`config.mk`:
```
export PLATFORM = sky130hd
export DESIGN_NAME = pulse_meter
export DESIGN_NICKNAME = d
export VERILOG_FILES = /design/src/rtl/pulse_meter_pkg.sv /design/src/rtl/pulse_meter_sync.sv /design/src/rtl/pulse_meter.sv
export SDC_FILE = /design/constraint.sdc
export NUM_CORES = 1
export LEC_CHECK = 0
export ABC_AREA = 1
export CORE_ASPECT_RATIO = 1.1
export CORE_MARGIN = 3
export CORE_UTILIZATION = 40
export CTS_CLUSTER_SIZE = 16
export DETAILED_ROUTE_END_ITERATION = 16
export DONT_BUFFER_PORTS = 1
export GPL_ROUTABILITY_DRIVEN = 0
export HOLD_SLACK_MARGIN = 0.06
export PLACE_DENSITY = 0.64
export SLEW_MARGIN = 20
export SYNTH_ARGS = -nofsm -noshare
export SYNTH_HDL_FRONTEND = slang
export SYNTH_HIERARCHICAL = 1
export SYNTH_SLANG_ARGS = --single-unit
```
`constraint.sdc`:
```
create_clock -name clk -period 1.66 [get_ports clk]
set_clock_uncertainty 0.15 [all_clocks]
set_input_delay 0.166 -clock clk [delete_from_list [all_inputs] [get_ports clk]]
set_output_delay 0.166 -clock clk [all_outputs]
set_load 0.005 [all_outputs]
```
`src/rtl/pulse_meter_pkg.sv`:
```
// Shared types and constants for the pulse meter: FSM states, datapath widths
// and the four selectable gate lengths.
package pulse_meter_pkg;

  localparam int COUNT_W    = 8;
  localparam int WIN_W      = 14;
  localparam int GATE_LEN_0 = 256;
  localparam int GATE_LEN_1 = 1024;
  localparam int GATE_LEN_2 = 4096;
  localparam int GATE_LEN_3 = 16384;

  typedef enum logic [1:0] {
    IDLE = 2'd0,
    GATE = 2'd1,
    DONE = 2'd2
  } state_t;

  // Terminal value of the window counter; GATE_LEN_3 itself does not fit in WIN_W bits.
  function automatic logic [WIN_W-1:0] gate_last(input logic [1:0] sel);
    logic [WIN_W-1:0] w_last;
    case (sel)
      2'd0:    w_last = WIN_W'(GATE_LEN_0 - 1);
      2'd1:    w_last = WIN_W'(GATE_LEN_1 - 1);
      2'd2:    w_last = WIN_W'(GATE_LEN_2 - 1);
      default: w_last = WIN_W'(GATE_LEN_3 - 1);
    endcase
    return w_last;
  endfunction

endpackage

```
`src/rtl/pulse_meter_sync.sv`:
```
// sig_in conditioning: 2-flop synchronizer, optional 3-sample debounce
// (PULSE_METER_DEBOUNCE_EN), and a registered rising-edge detector.
module pulse_meter_sync
  import pulse_meter_pkg::*;
(
  input  logic clk,
  input  logic rst_n,
  input  logic i_sig,
  output logic o_evt
);

  logic r_meta;
  logic r_sync;
  logic r_lvl;
  logic r_prev;
  logic r_evt;

  always_ff @(posedge clk or negedge rst_n) begin
    if (!rst_n) begin
      r_meta <= 1'b0;
      r_sync <= 1'b0;
    end else begin
      r_meta <= i_sig;
      r_sync <= r_meta;
    end
  end

`ifdef PULSE_METER_DEBOUNCE_EN
  logic r_h1;
  logic r_h2;

  // Level follows only after three identical synchronized samples.
  always_ff @(posedge clk or negedge rst_n) begin
    if (!rst_n) begin
      r_h1  <= 1'b0;
      r_h2  <= 1'b0;
      r_lvl <= 1'b0;
    end else begin
      r_h1 <= r_sync;
      r_h2 <= r_h1;
      if ((r_sync == r_h1) && (r_h1 == r_h2)) begin
        r_lvl <= r_h2;
      end
    end
  end
`else
  always_ff @(posedge clk or negedge rst_n) begin
    if (!rst_n) begin
      r_lvl <= 1'b0;
    end else begin
      r_lvl <= r_sync;
    end
  end
`endif

  always_ff @(posedge clk or negedge rst_n) begin
    if (!rst_n) begin
      r_prev <= 1'b0;
      r_evt  <= 1'b0;
    end else begin
      r_prev <= r_lvl;
      r_evt  <= r_lvl & ~r_prev;
    end
  end

  assign o_evt = r_evt;

endmodule

```
`src/rtl/pulse_meter.sv`:
```
// Gated event counter: counts sig_in rising edges over a selectable window and
// publishes a saturating 8-bit count. Optional filter: PULSE_METER_DEBOUNCE_EN.
module pulse_meter
  import pulse_meter_pkg::*;
(
  input  logic                clk,
  input  logic                rst_n,
  input  logic                sig_in,
  input  logic                start,
  input  logic [1:0]          gate_sel,
  output logic [COUNT_W-1:0]  count_out,
  output logic                busy,
  output logic                done,
  output logic                overflow
);

  state_t               r_state;
  state_t               w_next;
  logic [1:0]           r_sel;
  logic [WIN_W-1:0]     r_win;
  logic [COUNT_W-1:0]   r_acc;
  logic                 r_sat;
  logic [COUNT_W-1:0]   r_count;
  logic                 r_ovf;
  logic                 w_evt;
  logic                 w_last;
  logic [COUNT_W-1:0]   w_acc_next;
  logic                 w_sat_next;

  pulse_meter_sync u_sync (
    .clk   (clk),
    .rst_n (rst_n),
    .i_sig (sig_in),
    .o_evt (w_evt)
  );

  assign w_last = (r_win == gate_last(r_sel));

  always_comb begin
    w_acc_next = r_acc;
    w_sat_next = r_sat;
    if (w_evt) begin
      if (r_acc == {COUNT_W{1'b1}}) begin
        w_sat_next = 1'b1;
      end else begin
        w_acc_next = r_acc + 1'b1;
      end
    end
  end

  always_comb begin
    w_next = r_state;
    case (r_state)
      IDLE:    if (start) w_next = GATE;
      GATE:    if (w_last) w_next = DONE;
      DONE:    w_next = IDLE;
      default: w_next = IDLE;
    endcase
  end

  always_ff @(posedge clk or negedge rst_n) begin
    if (!rst_n) begin
      r_state <= IDLE;
    end else begin
      r_state <= w_next;
    end
  end

  // The final gate cycle's event is folded in via w_acc_next when publishing.
  always_ff @(posedge clk or negedge rst_n) begin
    if (!rst_n) begin
      r_sel   <= 2'd0;
      r_win   <= '0;
      r_acc   <= '0;
      r_sat   <= 1'b0;
      r_count <= '0;
      r_ovf   <= 1'b0;
    end else begin
      case (r_state)
        IDLE: begin
          if (start) begin
            r_sel <= gate_sel;
            r_win <= '0;
            r_acc <= '0;
            r_sat <= 1'b0;
          end
        end
        GATE: begin
          r_acc <= w_acc_next;
          r_sat <= w_sat_next;
          r_win <= r_win + 1'b1;
          if (w_last) begin
            r_count <= w_acc_next;
            r_ovf   <= w_sat_next;
          end
        end
        default: ;
      endcase
    end
  end

  assign count_out = r_count;
  assign overflow  = r_ovf;
  assign busy      = (r_state == GATE);
  assign done      = (r_state == DONE);

endmodule

```
# Word level (Yosys, flattened, before mapping)
# Index checks and enable logic that the tools add are counted.
[totals] input_bits=6 latchBits=0 ram_bits=0 memories=0 romBits=0 word_cells=45 register_bits=41 output_inout_bits=11
[op_classes] n_mux=14 n_lt_le_gt_ge=0 n_reduce_logical=7 n_shift=0 bitwise_logic=2 add_sub_neg=2 n_eq_ne=8 n_div=0 multipliers=0
[op_table] cell="case mux 14 bit (3 select lines)" n=1
[op_table] cell="case mux 14 bit (2 select lines)" n=1
[op_table] cell="2-to-1 mux 8 bit" n=3
[op_table] cell="case mux 8 bit (2 select lines)" n=1
[op_table] cell="adder 14 x 1 -> 14 bit, second input constant" n=1
[op_table] cell="equality test 14 bit" n=1
[op_table] cell="2-to-1 mux 14 bit" n=1
[op_table] cell="adder 8 x 1 -> 8 bit, second input constant" n=1
[op_table] cell="equality test 8 bit, second input constant" n=1
[op_table] cell="AND reduction 2 bit" n=4
[op_table] cell="equality test 2 x 1 -> 1 bit, second input constant" n=2
[op_table] cell="equality test 2 bit, second input constant" n=2
[op_table] cell="zero test 2 bit" n=2
[op_table] cell="2-to-1 mux 2 bit" n=2
[op_table] cell="case mux 2 bit (2 select lines)" n=1
[op_table] cell="2-to-1 mux 1 bit" n=3
[op_table] cell="inequality test 2 x 1 -> 1 bit, second input constant" n=1
[op_table] cell="inequality test 2 bit, second input constant" n=1
[op_table] cell="case mux 1 bit (2 select lines)" n=1
[op_table] cell="nonzero test 2 bit" n=1
[op_table] cell="bitwise AND 1 bit" n=1
[op_table] cell="NOT 1 bit" n=1

# Logic depth before layout (Yosys ltp)
# Gate-level depths: netlist of run 1.
[logic_depth] depth_word=5 depth_mapped=10 depth_no_buf=10

# Modules after synthesis
# The synthesis of run 1 kept the hierarchy.
[by_module_without_submodules] mod="pulse_meter" instances=1 area_per_inst_um2=2009.4 cells_per_inst=262 seq_area_each_um2=900.9
[by_module_without_submodules] mod="pulse_meter_sync" instances=1 area_per_inst_um2=135.1 cells_per_inst=7 seq_area_each_um2=125.1

# Worst setup path after synthesis of run 1
# OpenSTA, ideal clock, no wires.
[synth_timing] path_type="flip-flop to flip-flop" start="register r_win[0]" end="register r_count[6], in the netlist count_out[6]" t_arrival_ps=1223 required_time_ps=1393 setup_slack_ps=171 setup_ps=117 path_stages_with_launch=9 period_less_slack_ps=1489 n_path_buf=0 cell_sequence="dfrtp_1 > ha_1 > nand2_2 > nor2_2 > nand2_4 > nor2_8 > nand2_4 > nand2_1 > nand2_1"
[synth_between] elab_chain_len=2
[synth_rtl] element="start: declaration" line_no="pulse_meter.sv:20" rtl="logic [WIN_W-1:0] r_win;"
[synth_rtl] element="start signal: assignment" line_no="pulse_meter.sv:91" rtl="r_win <= r_win + 1'b1;"
[synth_rtl] element="equality test 14 bit" line_no="pulse_meter.sv:37" rtl="assign w_last = (r_win == gate_last(r_sel));"
[synth_rtl] element="AND reduction 2 bit (no line)"
[synth_rtl] element="end signal: assignment" line_no="pulse_meter.sv:93" rtl="r_count <= w_acc_next;"
[synth_rtl] element="end: declaration" line_no="pulse_meter.sv:23" rtl="logic [COUNT_W-1:0] r_count;"
# Every way passes these cells.
# A chain may end at the register's enable or synchronous reset.

# Worst setup path after layout of run 1
[layout_timing] start="register r_sel[1]" end="register r_count[0], in the netlist count_out[0]"
[layout_between] elab_chain_len=4 word_cells_on_any_way=6 cone_classes="3 x eq/ne; 1 x mux; 2 x reduce/logical"
[layout_rtl] element="start: declaration" line_no="pulse_meter.sv:19" rtl="logic [1:0] r_sel;"
[layout_rtl] element="start signal: assignment" line_no="pulse_meter.sv:82" rtl="r_sel <= gate_sel;"
[layout_rtl] element="equality test 2 bit, or another cell as far along" line_no="pulse_meter_pkg.sv:21" rtl="case (sel)"
[layout_rtl] element="case mux 14 bit (3 select lines) (*)" line_no="pulse_meter_pkg.sv:21"
[layout_rtl] element="equality test 14 bit (*)" line_no="pulse_meter.sv:37"
[layout_rtl] element="AND reduction 2 bit (no line) (*)"
# Every way passes the cells marked *; elsewhere a longest branch is shown, timed or not.

==> results of run 1 <==
==> registers in the layout (all words and copies together), names as in the netlist <==
name,count
r_win,14
count_out,8
r_acc,8
r_sel,2
r_state,2
overflow,1
r_sat,1
u_sync/o_evt,1
u_sync/r_lvl,1
u_sync/r_meta,1
u_sync/r_prev,1
u_sync/r_sync,1
==> final cells by class <==
cell class / count / area [um^2]
clock buffers: 6 / 82.6
clock inverters: 2 / 37.5
fillers: 485 / 2610
inverters: 33 / 124
multi-input cells: 191 / 995
flip-flops and latches: 41 / 1030
well taps: 72 / 90.1
repair buffers: 14 / 130
==> report_power, final <==
group | switching, mW | leakage (nW) | internal [mW]
Sequential | 0.0919 | 0.469 | 1.09
Combinational | 0.284 | 0.785 | 0.190
Clock | 0.360 | 0.0574 | 0.489
==> cell usage in the layout (no fill, tap or decap), types with 4 or more instances in the layout <==
master         instances
nand4_1                4
dfrtp_1               39
nand3_1               19
inv_1                 28
dlygate4sd3_1          5
o21ai_0               22
nor2_2                 4
clkbuf_8               6
nor2_1                18
buf_4                  8
a21oi_1               10
nand2_2                7
nand2_1               82
==> metrics by stage <==
step                util, %  std cells
global placement       44.0        341
CTS                    47.8        355
global route           48.8        359
floorplan                 -        269
finish                 48.8        359
detailed placement     44.0        341
==> cells by family after synthesis <==
family,share of synthesized area [%]
AND/OR/NAND/NOR,33.9
flip-flops,47.8
AO/OA/AOI/OAI,9.63
buffers and inverters,6.65
XOR/XNOR,0.817
adder cells (fa/ha/maj),1.17
==> routing by layer <==
layer,wire length [um],up-vias
li1,-,897
met1,2060,767
met2,1980,33
met3,202,6
met4,55,0
met5,0,-
==> final timing paths <==
kind                          startpoint            end
setup / recovery                r_sel[1]   count_out[0]
max in group asynchronous          rst_n      r_win[11]
setup reg to reg                r_sel[1]   count_out[0]
hold reg to reg            u_sync/r_meta  u_sync/r_sync
hold / removal                     rst_n       r_acc[5]
min in group clk           u_sync/r_meta  u_sync/r_sync
==> repair_timing <==
| action | in CTS | in global routing |
|---|---|---|
| resized for setup | 0 | 7 |
| endpoints found under the hold margin | 46 | 0 |
| setup buffers | 0 | 4 |
| endpoints found under the setup margin | 0 | 16 |
| hold buffers | 6 | 0 |
==> run summary, run 1 <==
The total clock buffers created by CTS came out at 5. Global routing used 15.3% of the available tracks. The clock passes through at most 2 buffers. The relative area change from synthesis to final layout is 16.0%, and the global-route wire length before repair is 7.39 mm.

The starting density of the core came out at 42.0%. Based on the critical path, the design can be clocked at up to 0.632 GHz. The post-route worst setup slack came out at 0.0769 ns. The die covers 6280 um^2.

Total via count after detailed routing: 1703. The worst setup path category is flop to flop. The cell type with the highest aggregate area in the netlist was dfrtp_1.

After synthesis, the share of flip-flops with an asynchronous set or reset is 100%. The largest individual stage delay along the critical path comes from the cell dfrtp_1. Sequential cells were found to cover 47.8% of the synthesized design area. The number of flops mapped to enable cells by yosys is 0, and the required time at the worst-slack endpoint is 1.71 ns. After detailed routing, the total wire length is 4.30 mm. The final critical-path share of the clock period was 95.4%. For this design the static power due to leakage is 1.31 nW. The die is 82.8 um tall. In this run the worst path has a maximum fanout of 9.

The synthesis-stage register bit count was 41; the number of placement rows was 27. The peak per-stage delay on the critical path is 0.43 ns, and the areal power density over the cells is 1010 nW/um^2. The tool flagged a number of max-cap violations equal to 0.

For the pin with the worst max-slew slack, the measured transition is 0.284 ns. In the global route stage, met2 resource usage came out at 24.5%. After detailed routing, the average wire length per cell comes to 12.0 um. The fraction of post-synthesis cell area in the top cell type by area was 47.8%. The cell repeated most along the worst path was nand2_1. The initial antenna violation count is 0.

The run finished with clean final reports. TritonCTS built the clock tree. The tools report the met3 demand-to-capacity share in global routing as 3.73%. Setup repair after global routing could not meet its margin everywhere.

The violation count after the first detailed-route iteration came out at 123. The number of diodes added for antenna fixing is 0. After synthesis, the most frequently instantiated cells are nand2_1, dfrtp_1, inv_1. The total overflow left after global routing is 0.

The total chip power is 2.50 mW. The count of nets left with antenna violations once routing finished came out at 0. On the final layout, the worst hold slack is 0.163 ns.

During synthesis, Yosys emitted a total of 6 warnings. Traced cell by cell, the critical path runs through inv_1, a21oi_1, nor2_2, nand3_4, nor2_8, nand2_4, nand2_1, nand2_1. The run gives 269 as the synthesized instance count.

After detailed routing, the number of vias per cell comes to 4.74. The cell sitting at the root of the clock tree is a clkbuf_8. The final number of max-transition violations came out at 0.

The most used flip-flop cell after synthesis is dfrtp_1. Proportion of layout cells with a drive suffix above 1: 16.4%. After detailed placement, the total cell area comes to 2250 um^2.

STA classifies the critical path startpoint as a flop. Yosys attributes the largest share of cell area to dfrtp_1, nand2_1, o21ai_0, inv_1, nand3_1. For this design the top-level I/O count stands at 17. The tools report the worst vdd rail ir drop as 0.451 mV. When the netlist entered floorplanning its net count stood at 277. Setup TNS after final layout: 0 ns. Detailed placement ended at an HPWL of 3.06 mm. The final setup violation count is 0, and the clock latency at the later pin of the worst-skew pair is 0.30 ns. Entering global routing, the biggest net connects 42 pins. The critical path crosses 8 cells after its start point.

The layer carrying the most global-route usage was met2. The tools report the critical path endpoint category as a flop. The hold violation total from the final report was 0; the clock period minus worst slack was 1.58 ns. The worst setup slack after placement was 0.0361 ns. Cell with the most instances after synthesis: nand2_1. In this run, distinct cell masters in the synthesized netlist total 31. Measured against its own limit, the worst slew margin works out to 81.0%. The number of sinks handled by clock tree synthesis is 41, and the number of H-tree branching levels is 2. Worst min-delay path category: primary input to asynchronous set/reset pin. The clock slew at the register clock pins of the worst setup and hold paths came out at 0.09 ns. Among cell families on the critical path, the largest total delay comes from simple AND/OR/NAND/NOR gates. The tools report the slack of the worst reg-to-reg path as 0.08 ns. The average instance in the mapped netlist occupies 7.97 um^2. The combined buffer and inverter count along the critical path is 1.

Final net count: 294. The standard cell core area came out at 5100 um^2. For the final instance area, the log shows 2490 um^2. Global routing used 20.1% of the available met1 tracks.

At the worst endpoint, the arrival time is 1.63 ns. The via count of the first global-routing pass is 1637, and the number of cell instances on the worst register-to-register path is 8. The first TritonRoute pass finished after 4 iterations. The quantity of I/O buffers inserted on ports is 0.

For this run, design rule violations remaining after detail routing come to 0. In this run the horizontal extent of the chip is 75.8 um. The synthesized netlist occupies a cell area of 2140 um^2.
Power figures use the tool's default switching activity.
==> run 2, diff against run 1 <==
Settings changed: CORE_MARGIN 3 to 10, CTS_BUF_LIST set to sky130_fd_sc_hd__clkbuf_4.
==> run summary, run 2 (synthesized netlist as in run 1, its figures left out) <==
The filler cells instantiated in the layout total 491. The final critical-path share of the clock period is 95.3%, and the number of H-tree branching levels is 2. The wire length after detailed routing came out at 4.37 mm. The final number of max-transition violations is 0. After detailed routing, the number of remaining DRC violations is 0.

Measured along the y axis, the die boundary spans 96.8 um. For this run, the top clock speed supported by timing is 0.632 GHz. Walking the worst path, the cells encountered are nor2_8, buf_12, buf_8. Commonest non-fill, non-tap cell in the layout: nand2_1.

The capture instance of the worst register-to-register path was count_out[0]. The smallest clock period supported by the final layout is computed as 1.58 ns. For the pin with the worst max-slew slack, the measured transition is 0.276 ns. The worst register-to-register path has a setup slack of 0.12 ns.

TritonCTS built the clock tree. For the post-route non-filler standard cell count, the log shows 355. In the global route stage, overall resource usage came out at 10.6%.

Clock-pin slew was measured on the worst setup and hold paths at 0.13 ns. Counting the buffers created by CTS gives 5. The width of the chip came out at 89.8 um. The pin count of the biggest net entering global routing was 42; the proportion of layout cells with a drive suffix above 1 was 16.3%. The run gives 997 um^2 as the area of combinational cells with multiple inputs. Summing over every cut layer, the via total after detailed routing is 1692. The register containing the most flip-flops in the final layout is r_win. The logs give 81.5% for the relative max-transition margin and 4 for the first-pass iteration count of the detailed router. The tools report the reg-to-reg critical path startpoint as r_acc[1]. Overall overflow remaining after global route: 0.

Dividing total power by cell area gives a power density of 989 nW/um^2. The floorplan has 27 rows. The logs give 0 for the final setup violation count and 7.85 mm for the global-route wire length before repair. Summed over all nets, the half-perimeter wirelength after detailed placement is 3.16 mm. After detailed placement, the total cell area comes to 2250 um^2. The post-detailed-route via-to-cell ratio came out at 4.77.

In the layout the commonest cells are nand2_1, dfrtp_1, inv_1. The logs give 108 for the violation count after the first detailed-route iteration and 2 for the deepest clock path buffer count. The die covers 8690 um^2. The run finished with clean final reports. For the number of routed nets with antenna violations, the log shows 0. The worst-path maximum fanout was 16; the clock latency at the later pin of the worst-skew pair was 0.37 ns. STA classifies the critical path endpoint as an output pin.

For the worst setup path, the data arrival time is 1.27 ns. The largest individual stage delay along the critical path comes from the cell dfrtp_2. The critical path is of the flop to output pin type. The standard cell core area was 5100 um^2; the quantity of I/O buffers inserted on ports was 0.

Max-cap violations in this run came to 0. The number of cell instances on the worst register-to-register path came out at 10. The tools report the hold violation total from the final report as 0. Setup repair after global routing could not meet its margin everywhere.

For this configuration, the core starts out at a cell density of 42.0%. The run gives 0 as the initial antenna violation count. Including well taps, the total number of placed cells is 341.

The peak per-stage delay on the critical path was 0.47 ns. The worst setup path is launched from a flop. Final net count: 290.

The tools report the CTS root buffer as clkbuf_4. The logs give 0 for the number of diodes added for antenna fixing and 1.29 nW for the leakage power. At the worst endpoint, the required time is 1.34 ns. The worst hold path belongs to the class primary input to asynchronous set/reset pin. Relative area change from synthesis to final layout: 14.9%. Once layout is complete, the utilization of the core stands at 48.3%. Once the clock tree was built, the setup fixing pass inserted 0 buffers. The finished cells cover 2460 um^2. The register with the most flip-flops in the layout has 14 of them. For the sequential cell area, the log shows 1030 um^2. The design draws 2.44 mW.

The via count of the first global-routing pass is 1649, and the wire length per cell after detailed routing is 12.3 um. The count of boundary I/O pins was 17; the number of sinks handled by clock tree synthesis was 41. Across the VDD grid, the largest voltage drop is 0.387 mV.
[run 2: per-layer routing]
metal  track usage [%]  vias to the layer above  wire [um]
li1                  -                      893          -
met1              13.5                      771       2100
met2              16.4                       22       2010
met3              3.16                        6        203
met4              3.83                        0         67
met5                 0                        -          0
[run 2: through the flow]
stage	worst slack, ns	TNS (ns)	hold slack (ns)
after CTS	0.0126	0	0.0889
after global routing	-0.0296	-0.0759	0.100
final	0.0775	0	0.0883
after floorplan	0.171	0	-0.280
after detailed placement	0.0445	0	-0.278
after global placement	0.0804	0	-0.278
[run 2: worst max-delay path, delay by kind of cell (launching register included)]
| kind | cells | cell delay (ns) |
|---|---|---|
| DFF | 1 | 0.47 |
| and+or+nand+nor | 1 | 0.13 |
| buffers and inverters | 2 | 0.29 |
[run 2: worst max-delay path by stage]
stage,startpoint,to,depth (start not counted)
after floorplan,r_win[0],count_out[6],8
after global placement,r_acc[1],count_out[2],9
after detailed placement,r_win[0],count_out[0],8
after CTS,r_state[1],busy,3
after global routing,r_acc[1],count_out[2],9
final,r_state[1],busy,3
[run 2: layout make-up]
cell class | count | share of cell area [%]
Sequential cell | 41 | 41.8
Inverter | 33 | 5.03
Multi-Input combinational cell | 191 | 40.5
Timing Repair Buffer | 10 | 4.88
Tap cell | 72 | 3.66
Clock buffer | 5 | 1.52
Clock inverter | 3 | 2.64
[run 2: what timing repair did]
item	4_1_cts	5_1_grt
pin swaps	0	1
hold buffers	6	0
setup endpoints to repair	1	17
cloned	0	0
resized for setup	2	12
hold endpoints to repair	48	0
[run 2: power by group]
part | total, mW | internal [mW] | switching, mW | leakage (nW)
Combinational | 0.444 | 0.166 | 0.278 | 0.771
Sequential | 1.18 | 1.09 | 0.0935 | 0.468
Clock | 0.812 | 0.466 | 0.346 | 0.0552
Total | 2.44 | 1.72 | 0.717 | 1.29
